**config.mk**
```make
export PLATFORM = sky130hd
export DESIGN_NAME = crc32_step
export DESIGN_NICKNAME = d
export VERILOG_FILES = /design/src/rtl/eth_crc_pkg.sv /design/src/rtl/crc32_step.sv
export SDC_FILE = /design/constraint.sdc
export NUM_CORES = 1
export LEC_CHECK = 0
export CORE_ASPECT_RATIO = 0.7
export CORE_MARGIN = 2
export CORE_UTILIZATION = 35
export DETAILED_ROUTE_END_ITERATION = 12
export GPL_TIMING_DRIVEN = 0
export PLACE_DENSITY = 0.58
export SLEW_MARGIN = 20
export SYNTH_ARGS = -nofsm -noshare
export SYNTH_HDL_FRONTEND = slang
export SYNTH_SLANG_ARGS = --single-unit
```
**constraint.sdc**
```tcl
create_clock -name vclk -period 7.8
set_clock_uncertainty 0.1 [all_clocks]
set_input_delay 0.78 -clock vclk [all_inputs]
set_output_delay 0.78 -clock vclk [all_outputs]
set_load 0.01 [all_outputs]
```
**src/rtl/eth_crc_pkg.sv**
```systemverilog
// rtl/eth_crc_pkg.sv - CRC-32 constants, checker state enum and byte-step helper
package eth_crc_pkg;

  localparam logic [31:0] CRC32_POLY    = 32'hEDB88320;
  localparam logic [31:0] CRC32_INIT    = 32'hFFFFFFFF;
  localparam logic [31:0] CRC32_RESIDUE = 32'hDEBB20E3;

  typedef enum logic {
    IDLE,
    HOLD
  } state_t;

  // One byte of the reflected CRC, LSB of the byte entering first
  function automatic logic [31:0] crc32_byte(input logic [31:0] crc, input logic [7:0] b);
    logic [31:0] c;
    c = crc ^ {24'h0, b};
    for (int i = 0; i < 8; i++) begin
      c = c[0] ? ((c >> 1) ^ CRC32_POLY) : (c >> 1);
    end
    return c;
  endfunction

endpackage

```
**src/rtl/crc32_step.sv**
```systemverilog
// rtl/crc32_step.sv - combinational CRC-32 over the valid lanes of one 32-bit beat
module crc32_step
  import eth_crc_pkg::*;
(
  input  logic [31:0] crc_in,
  input  logic [31:0] data,
  input  logic [3:0]  valid,
  output logic [31:0] crc_out
);

  // Lane 0 is first on the wire, so it is folded in first
  always_comb begin
    crc_out = crc_in;
    for (int i = 0; i < 4; i++) begin
      if (valid[i]) begin
        crc_out = crc32_byte(crc_out, data[8*i +: 8]);
      end
    end
  end

endmodule

```
Word-level counts from Yosys, hierarchy flattened

Cells that the tools add are included.

Bitwise gates (word level): 36
Muxes and demuxes: 36

Operators by type and width:

| cell                                           | count |
|---|---|
| 32-bit 2-to-1 mux                              | 36 |
| 13-bit inverter with 14-bit output             | 32 |
| 32-bit by 8-bit bitwise XOR with 32-bit output | 4 |

Bits of input ports: 68
Output and inout bits: 32
Word-level logic and storage cells: 72
Register bits: 0

Longest topological paths before layout

Gate-level depths: netlist of run 1.

Word-level depth: 72
Mapped depth: 17
Depth with buffers taken out: 14

Least setup slack after synthesis of run 1

Ideal clock, no wire load.

Path kind: input -> output
Start: input crc_in[5]
End: output crc_out[19]
Path buffers: 1
Slack: 1.561 ns
Data required time: 6.920 ns
Stages: 15
Arrival time: 5.359 ns
Path through: buf_2 -> xnor2_2 -> xnor3_1 -> mux2i_2 -> xnor2_4 -> xnor2_4 -> xnor3_1 -> mux2i_4 -> xnor3_2 -> xor2_1 -> mux2i_4 -> xnor3_2 -> xor2_1 -> xnor3_1 -> mux2i_1

Cells in the longest elaborated chain, start to end: 50
Elaborated cells between the ends (all ways): 65
Those cells by class: 36 x mux; 29 x bitwise

RTL lines:

| what                                           | RTL line          | source |
|---|---|---|
| start: declaration                             | crc32_step.sv:5   | `input logic [31:0] crc_in,` |
| 32-bit by 8-bit bitwise XOR with 32-bit output | eth_crc_pkg.sv:16 | `c = crc ^ {24'h0, b};` |
| 32-bit 2-to-1 mux (8 in a row)                 | eth_crc_pkg.sv:18 | `c = c[0] ? ((c >> 1) ^ CRC32_POLY) : (c >> 1);` |
| 32-bit 2-to-1 mux *                            | crc32_step.sv:15  | `if (valid[i]) begin` |
| 32-bit by 8-bit bitwise XOR with 32-bit output | eth_crc_pkg.sv:16 |  |
| 32-bit 2-to-1 mux (3 in a row)                 | eth_crc_pkg.sv:18 |  |
| 13-bit inverter with 14-bit output (no line)   | n/a               |  |
| 32-bit 2-to-1 mux                              | eth_crc_pkg.sv:18 |  |
| 13-bit inverter with 14-bit output (no line)   | n/a               |  |
| [24 not listed]                                | n/a               |  |
| 32-bit 2-to-1 mux (2 in a row)                 | eth_crc_pkg.sv:18 |  |
| 13-bit inverter with 14-bit output (no line)   | n/a               |  |
| 32-bit 2-to-1 mux                              | eth_crc_pkg.sv:18 |  |
| 13-bit inverter with 14-bit output (no line)   | n/a               |  |
| 32-bit 2-to-1 mux                              | eth_crc_pkg.sv:18 |  |
| 13-bit inverter with 14-bit output (no line)   | n/a               |  |
| 32-bit 2-to-1 mux                              | eth_crc_pkg.sv:18 |  |
| 32-bit 2-to-1 mux *                            | crc32_step.sv:15  |  |
| end: declaration                               | crc32_step.sv:8   | `output logic [31:0] crc_out` |

Mark *: on every way between the ends. The rest lies on a longest branch, timed or not.

Final worst setup path of run 1

Start: input data[5]
End: output crc_out[20]

Cells in the longest elaborated chain, start to end: 50
Elaborated cells between the ends (all ways): 63
Those cells by class: 36 x mux; 27 x bitwise

RTL lines:

| what                                             | RTL line          | source |
|---|---|---|
| start: declaration                               | crc32_step.sv:6   | `input logic [31:0] data,` |
| 32-bit by 8-bit bitwise XOR with 32-bit output * | eth_crc_pkg.sv:16 |  |
| 32-bit 2-to-1 mux * (8 in a row)                 | eth_crc_pkg.sv:18 |  |
| 32-bit 2-to-1 mux *                              | crc32_step.sv:15  |  |
| 32-bit by 8-bit bitwise XOR with 32-bit output   | eth_crc_pkg.sv:16 |  |
| 32-bit 2-to-1 mux (3 in a row)                   | eth_crc_pkg.sv:18 |  |
| 13-bit inverter with 14-bit output (no line)     | n/a               |  |
| 32-bit 2-to-1 mux                                | eth_crc_pkg.sv:18 |  |
| 13-bit inverter with 14-bit output (no line)     | n/a               |  |
| [24 not listed]                                  | n/a               |  |
| 32-bit 2-to-1 mux                                | eth_crc_pkg.sv:18 |  |
| 13-bit inverter with 14-bit output (no line)     | n/a               |  |
| 32-bit 2-to-1 mux (2 in a row)                   | eth_crc_pkg.sv:18 |  |
| 13-bit inverter with 14-bit output (no line)     | n/a               |  |
| 32-bit 2-to-1 mux                                | eth_crc_pkg.sv:18 |  |
| 13-bit inverter with 14-bit output (no line)     | n/a               |  |
| 32-bit 2-to-1 mux                                | eth_crc_pkg.sv:18 |  |
| 32-bit 2-to-1 mux *                              | crc32_step.sv:15  |  |

Marked as above.

==> results of run 1 <==
worst paths after layout:
path	startpoint	endpoint	slack (ps)
setup / recovery	data[5]	crc_out[20]	190
hold / removal	valid[3]	crc_out[27]	2340
what timing repair did:
item                       in CTS  in global routing
gates cloned                    0                  0
setup endpoints to repair      16                 18
buffers inserted                6                 12
hold buffers                    0                  0
resized for setup              18                 29
pin swaps                       3                  6
kinds of logic after synthesis:
group	synth area share (%)
multiplexers	16.3
buffers and inverters	2.18
AO/OA/AOI/OAI	8.18
XOR/XNOR	65.9
AND/OR/NAND/NOR	7.46
metrics by stage:
step	util (%)	std cells	instance area (um2)	worst slack (ps)
2_1_floorplan	-	544	5210	1560
3_3_place_gp	43.8	834	6410	-422
3_5_place_dp	43.8	834	6410	-425
4_1_cts	45.2	840	6610	17.1
5_1_grt	47.2	852	6900	10.3
6_report	47.2	852	6900	189
layer usage:
layer / wire length (um) / global-route usage [%] / vias up
met3: 1250 / 1.93 / 2
li1: - / - / 2080
met5: 0 / 0 / -
met4: 29 / 0.404 / 0
met1: 8950 / 36.5 / 2107
met2: 7010 / 30.3 / 141
cells in the mapped netlist (all sizes together) (2+ instances only):
cell | number | area share [%]
mux2i | 70 | 15
mux2 | 6 | 1.3
and3 | 2 | 0.24
clkbuf | 20 | 1.4
a21o | 5 | 0.72
xor2 | 55 | 9.6
nor2 | 43 | 3.1
a21oi | 31 | 3.0
a2111o | 2 | 0.43
inv | 3 | 0.22
xnor2 | 166 | 32
nand2b | 2 | 0.24
or2 | 2 | 0.24
a41oi | 2 | 0.34
xnor3 | 41 | 18
o21a | 4 | 0.58
o21ai | 16 | 1.5
nor3 | 2 | 0.19
xor3 | 14 | 6.4
nor3b | 4 | 0.58
buf | 5 | 0.46
nand2 | 37 | 2.7
area by class of cell:
type	instances	area, um2
Fill cell	1426	7720
Buffer	25	100
Tap cell	195	244
Timing Repair Buffer	113	1100
Multi-Input combinational cell	515	5440
Inverter	4	15.0
==> results.cfg, run 1 <==
[outcome]
status = finished, final reports clean

[finish]
areaGrowthSynthToFinish_pct = 32.4
final_cell_mix = xnor2_1 (132), clkdlybuf4s50_1 (94), mux2i_1 (56)
n_sequential_cell = 0
ff_latch_area_um2 = 0
final_common_cell = xnor2_1
num_antenna_cells = 0
nClkBuffers = 0
final_nets = 727
drive_above_1_share_pct = 14.5

[floorplanning]
core_area_um2 = 14600
rows = 37
io_pins = 100
start_util_pct = 35.6
die_height_um = 106
dieWidth_um = 150
die_area_um2 = 15900

[routing]
drt_iter0_drc = 331
wl_um = 17200
via_per_inst = 5.08
drtPass1Iterations = 5
vias = 4330
ant_nets = 0
drc = 0
wl_per_cell_um = 20.2

[setup_path]
cp-start-kind = input pin
cpLargestDelayFamily = XOR/XNOR gates
crit_path_end_kind = output pin
path_class = in -> out
slowest_delay_ps = 580
cpMaxStageDelayCell = xnor3_2
cp.arrival_ps = 6730
path_depth = 16
crit_required_ps = 6920
path_cells = clkdlybuf4s50_1, xnor2_4, xnor3_1, mux2i_4, xnor2_4, xnor2_4, xnor3_1, mux2i_4, xnor3_2, xor2_1, mux2i_4, xnor3_2, xor3_1, xnor3_1, mux2_2, clkdlybuf4s50_1
critical_path_peak_fanout = 6
crit_buf_inv = 2

[global_route]
track_usage_pct = 21.5
grt_pass1_vias = 4200
grt_max_degree = 11
antenna_found_initial = 0
grt-ovfl-total = 0
grt_first_pass_wirelength_um = 25800

[synthesis]
synth_cell_types = 43
yosysWarnings = 0
syn-num-nets = 612
synth_area_per_cell_um2 = 9.58
seq_area_frac_synth_pct = 0
syn_area_um2 = 5210
syn_inst = 544

[placement]
port_buffers = 95
place_congestion = 0.923
dp_hpwl_um = 14800

[timing]
slew_headroom_pct = 47.6
final-max-slew-violation-count = 0
setup_violations = 0
fmax_ghz = 0.131
fin_crit_ps = 7610
finalHoldViolations = 0
timing.setup.tns_ps = 0
fin_crit_sh_pct = 97.6
hold_slack_ps = 2340
grt_setup_unrepaired = false
worst_pin_slew_ps = 764

[hold_path]
hold_class = in -> out
min_path_cells = 4

[run]
cap_violations = 0
Power of run 1 is left out: the tool's default activity adds up to more than one toggle a clock period on the data nets, which glitch-free logic cannot reach.
==> inputs of run 2 (changes only) <==
- SLEW_MARGIN: 20 -> default
==> results of run 2 <==
No change in the layout: final DEF, timing and power equal those of run 1.
Power of run 2 is left out for the same reason.
==> inputs of run 3 (changes only) <==
- CORE_UTILIZATION: 35 -> 45
- PLACE_DENSITY: 0.58 -> 0.71
==> results.cfg, run 3 (same netlist as run 1, synthesis figures left out) <==
[global_route]
grt_max_degree = 11
grt-ovfl-total = 0
grt_pass1_vias = 4228
grt_first_pass_wirelength_um = 25000
antenna_found_initial = 0
track_usage_pct = 26.1

[outcome]
status = finished, final reports clean

[routing]
ant_nets = 0
drc = 0
wl_um = 16400
wl_per_cell_um = 20.3
vias = 4394
drt_iter0_drc = 387
drtPass1Iterations = 5
via_per_inst = 5.43

[timing]
worst_pin_slew_ps = 804
fin_crit_sh_pct = 98.3
fin_crit_ps = 7660
slew_headroom_pct = 44.9
final-max-slew-violation-count = 0
setup_violations = 0
timing.setup.tns_ps = 0
fmax_ghz = 0.130
grt_setup_unrepaired = true
finalHoldViolations = 0

[floorplanning]
rows = 32
dieWidth_um = 133
die_height_um = 94.1
die_area_um2 = 12500
start_util_pct = 46.7
io_pins = 100
core_area_um2 = 11200

[finish]
final_common_cell = xnor2_1
multi_input_area_um2 = 5380
num_antenna_cells = 0
final_cell_mix = xnor2_1 (133), clkdlybuf4s50_1 (94), mux2i_1 (58)
ff_latch_area_um2 = 0
drive_above_1_share_pct = 13.3
final_util_pct = 60.8
nClkBuffers = 0
areaGrowthSynthToFinish_pct = 30.2
instances_no_fill = 809
n_sequential_cell = 0
final_nets = 726
fillers = 925

[setup_path]
path_class = in -> out
crit_buf_inv = 2
cpLargestDelayFamily = XOR/XNOR gates
cp.arrival_ps = 6780
path_cells = clkdlybuf4s50_1, xnor2_4, xnor3_1, mux2i_4, xnor2_4, xnor2_4, xnor3_1, mux2i_4, xnor2_2, xor3_1, mux2i_4, xnor2_4, xor3_1, xnor3_1, mux2_2, clkdlybuf4s50_1
crit_path_end_kind = output pin
cpMaxStageDelayCell = clkdlybuf4s50_1
worst_path_most_repeated_cell = xnor2_4
crit_required_ps = 6920
slowest_delay_ps = 570
cp-start-kind = input pin
critical_path_peak_fanout = 7

[run]
cap_violations = 0

[placement]
port_buffers = 95
place_congestion = 0.973
dp_hpwl_um = 14100
place_inst = 792

[hold_path]
hold_class = in -> out
[run 3: cell types whose count changed in the layout (fill, tap and decap cells not counted), moves of 2 or more]
cell     delta
buf_4       -2
mux2i_1     +2
xnor2_4     -2
xor2_1      +2
xor2_2      -2
[run 3: path summary, 6_finish.rpt]
kind	cells past startpoint	startpoint	to
worst max-delay path	16	data[5]	crc_out[20]
worst min-delay path	4	valid[3]	crc_out[27]
[run 3: repair_timing]
action / in CTS / in global routing
gates resized for setup: 15 / 22
endpoints found under the setup margin: 15 / 19
setup buffers: 2 / 15
pin swaps: 1 / 6
hold buffers: 0 / 0
[run 3: cell type report]
cell class / count / area share, %
inverter: 4 / 0.221
buffer: 25 / 1.47
tap: 153 / 2.82
timing repair buffer: 112 / 16.3
multi-input combinational: 515 / 79.2
[run 3: per-layer routing]
metal,vias to the layer above,wire length [um],global-route usage [%]
met2,155,6900,39.1
li1,2076,-,-
met5,-,0,0
met1,2161,8190,41.6
met4,0,32,0.538
met3,2,1300,3.72
[run 3: worst min-delay path, stage by stage]
cell             delay, ps
buf_1                  160
inv_1                  150
o21ai_0                120
clkdlybuf4s50_1        490
[run 3: stage by stage]
step                      cell area (um2)  hold slack (ps)  setup WS (ps)
after global routing                 6790             2390          -65.9
after floorplan                      5210             1780           1560
after global placement               6360             2300           -303
final                                6790             2370            135
after CTS                            6510             2350           3.44
after detailed placement             6360             2350           -389
Power of run 3 is left out for the same reason.
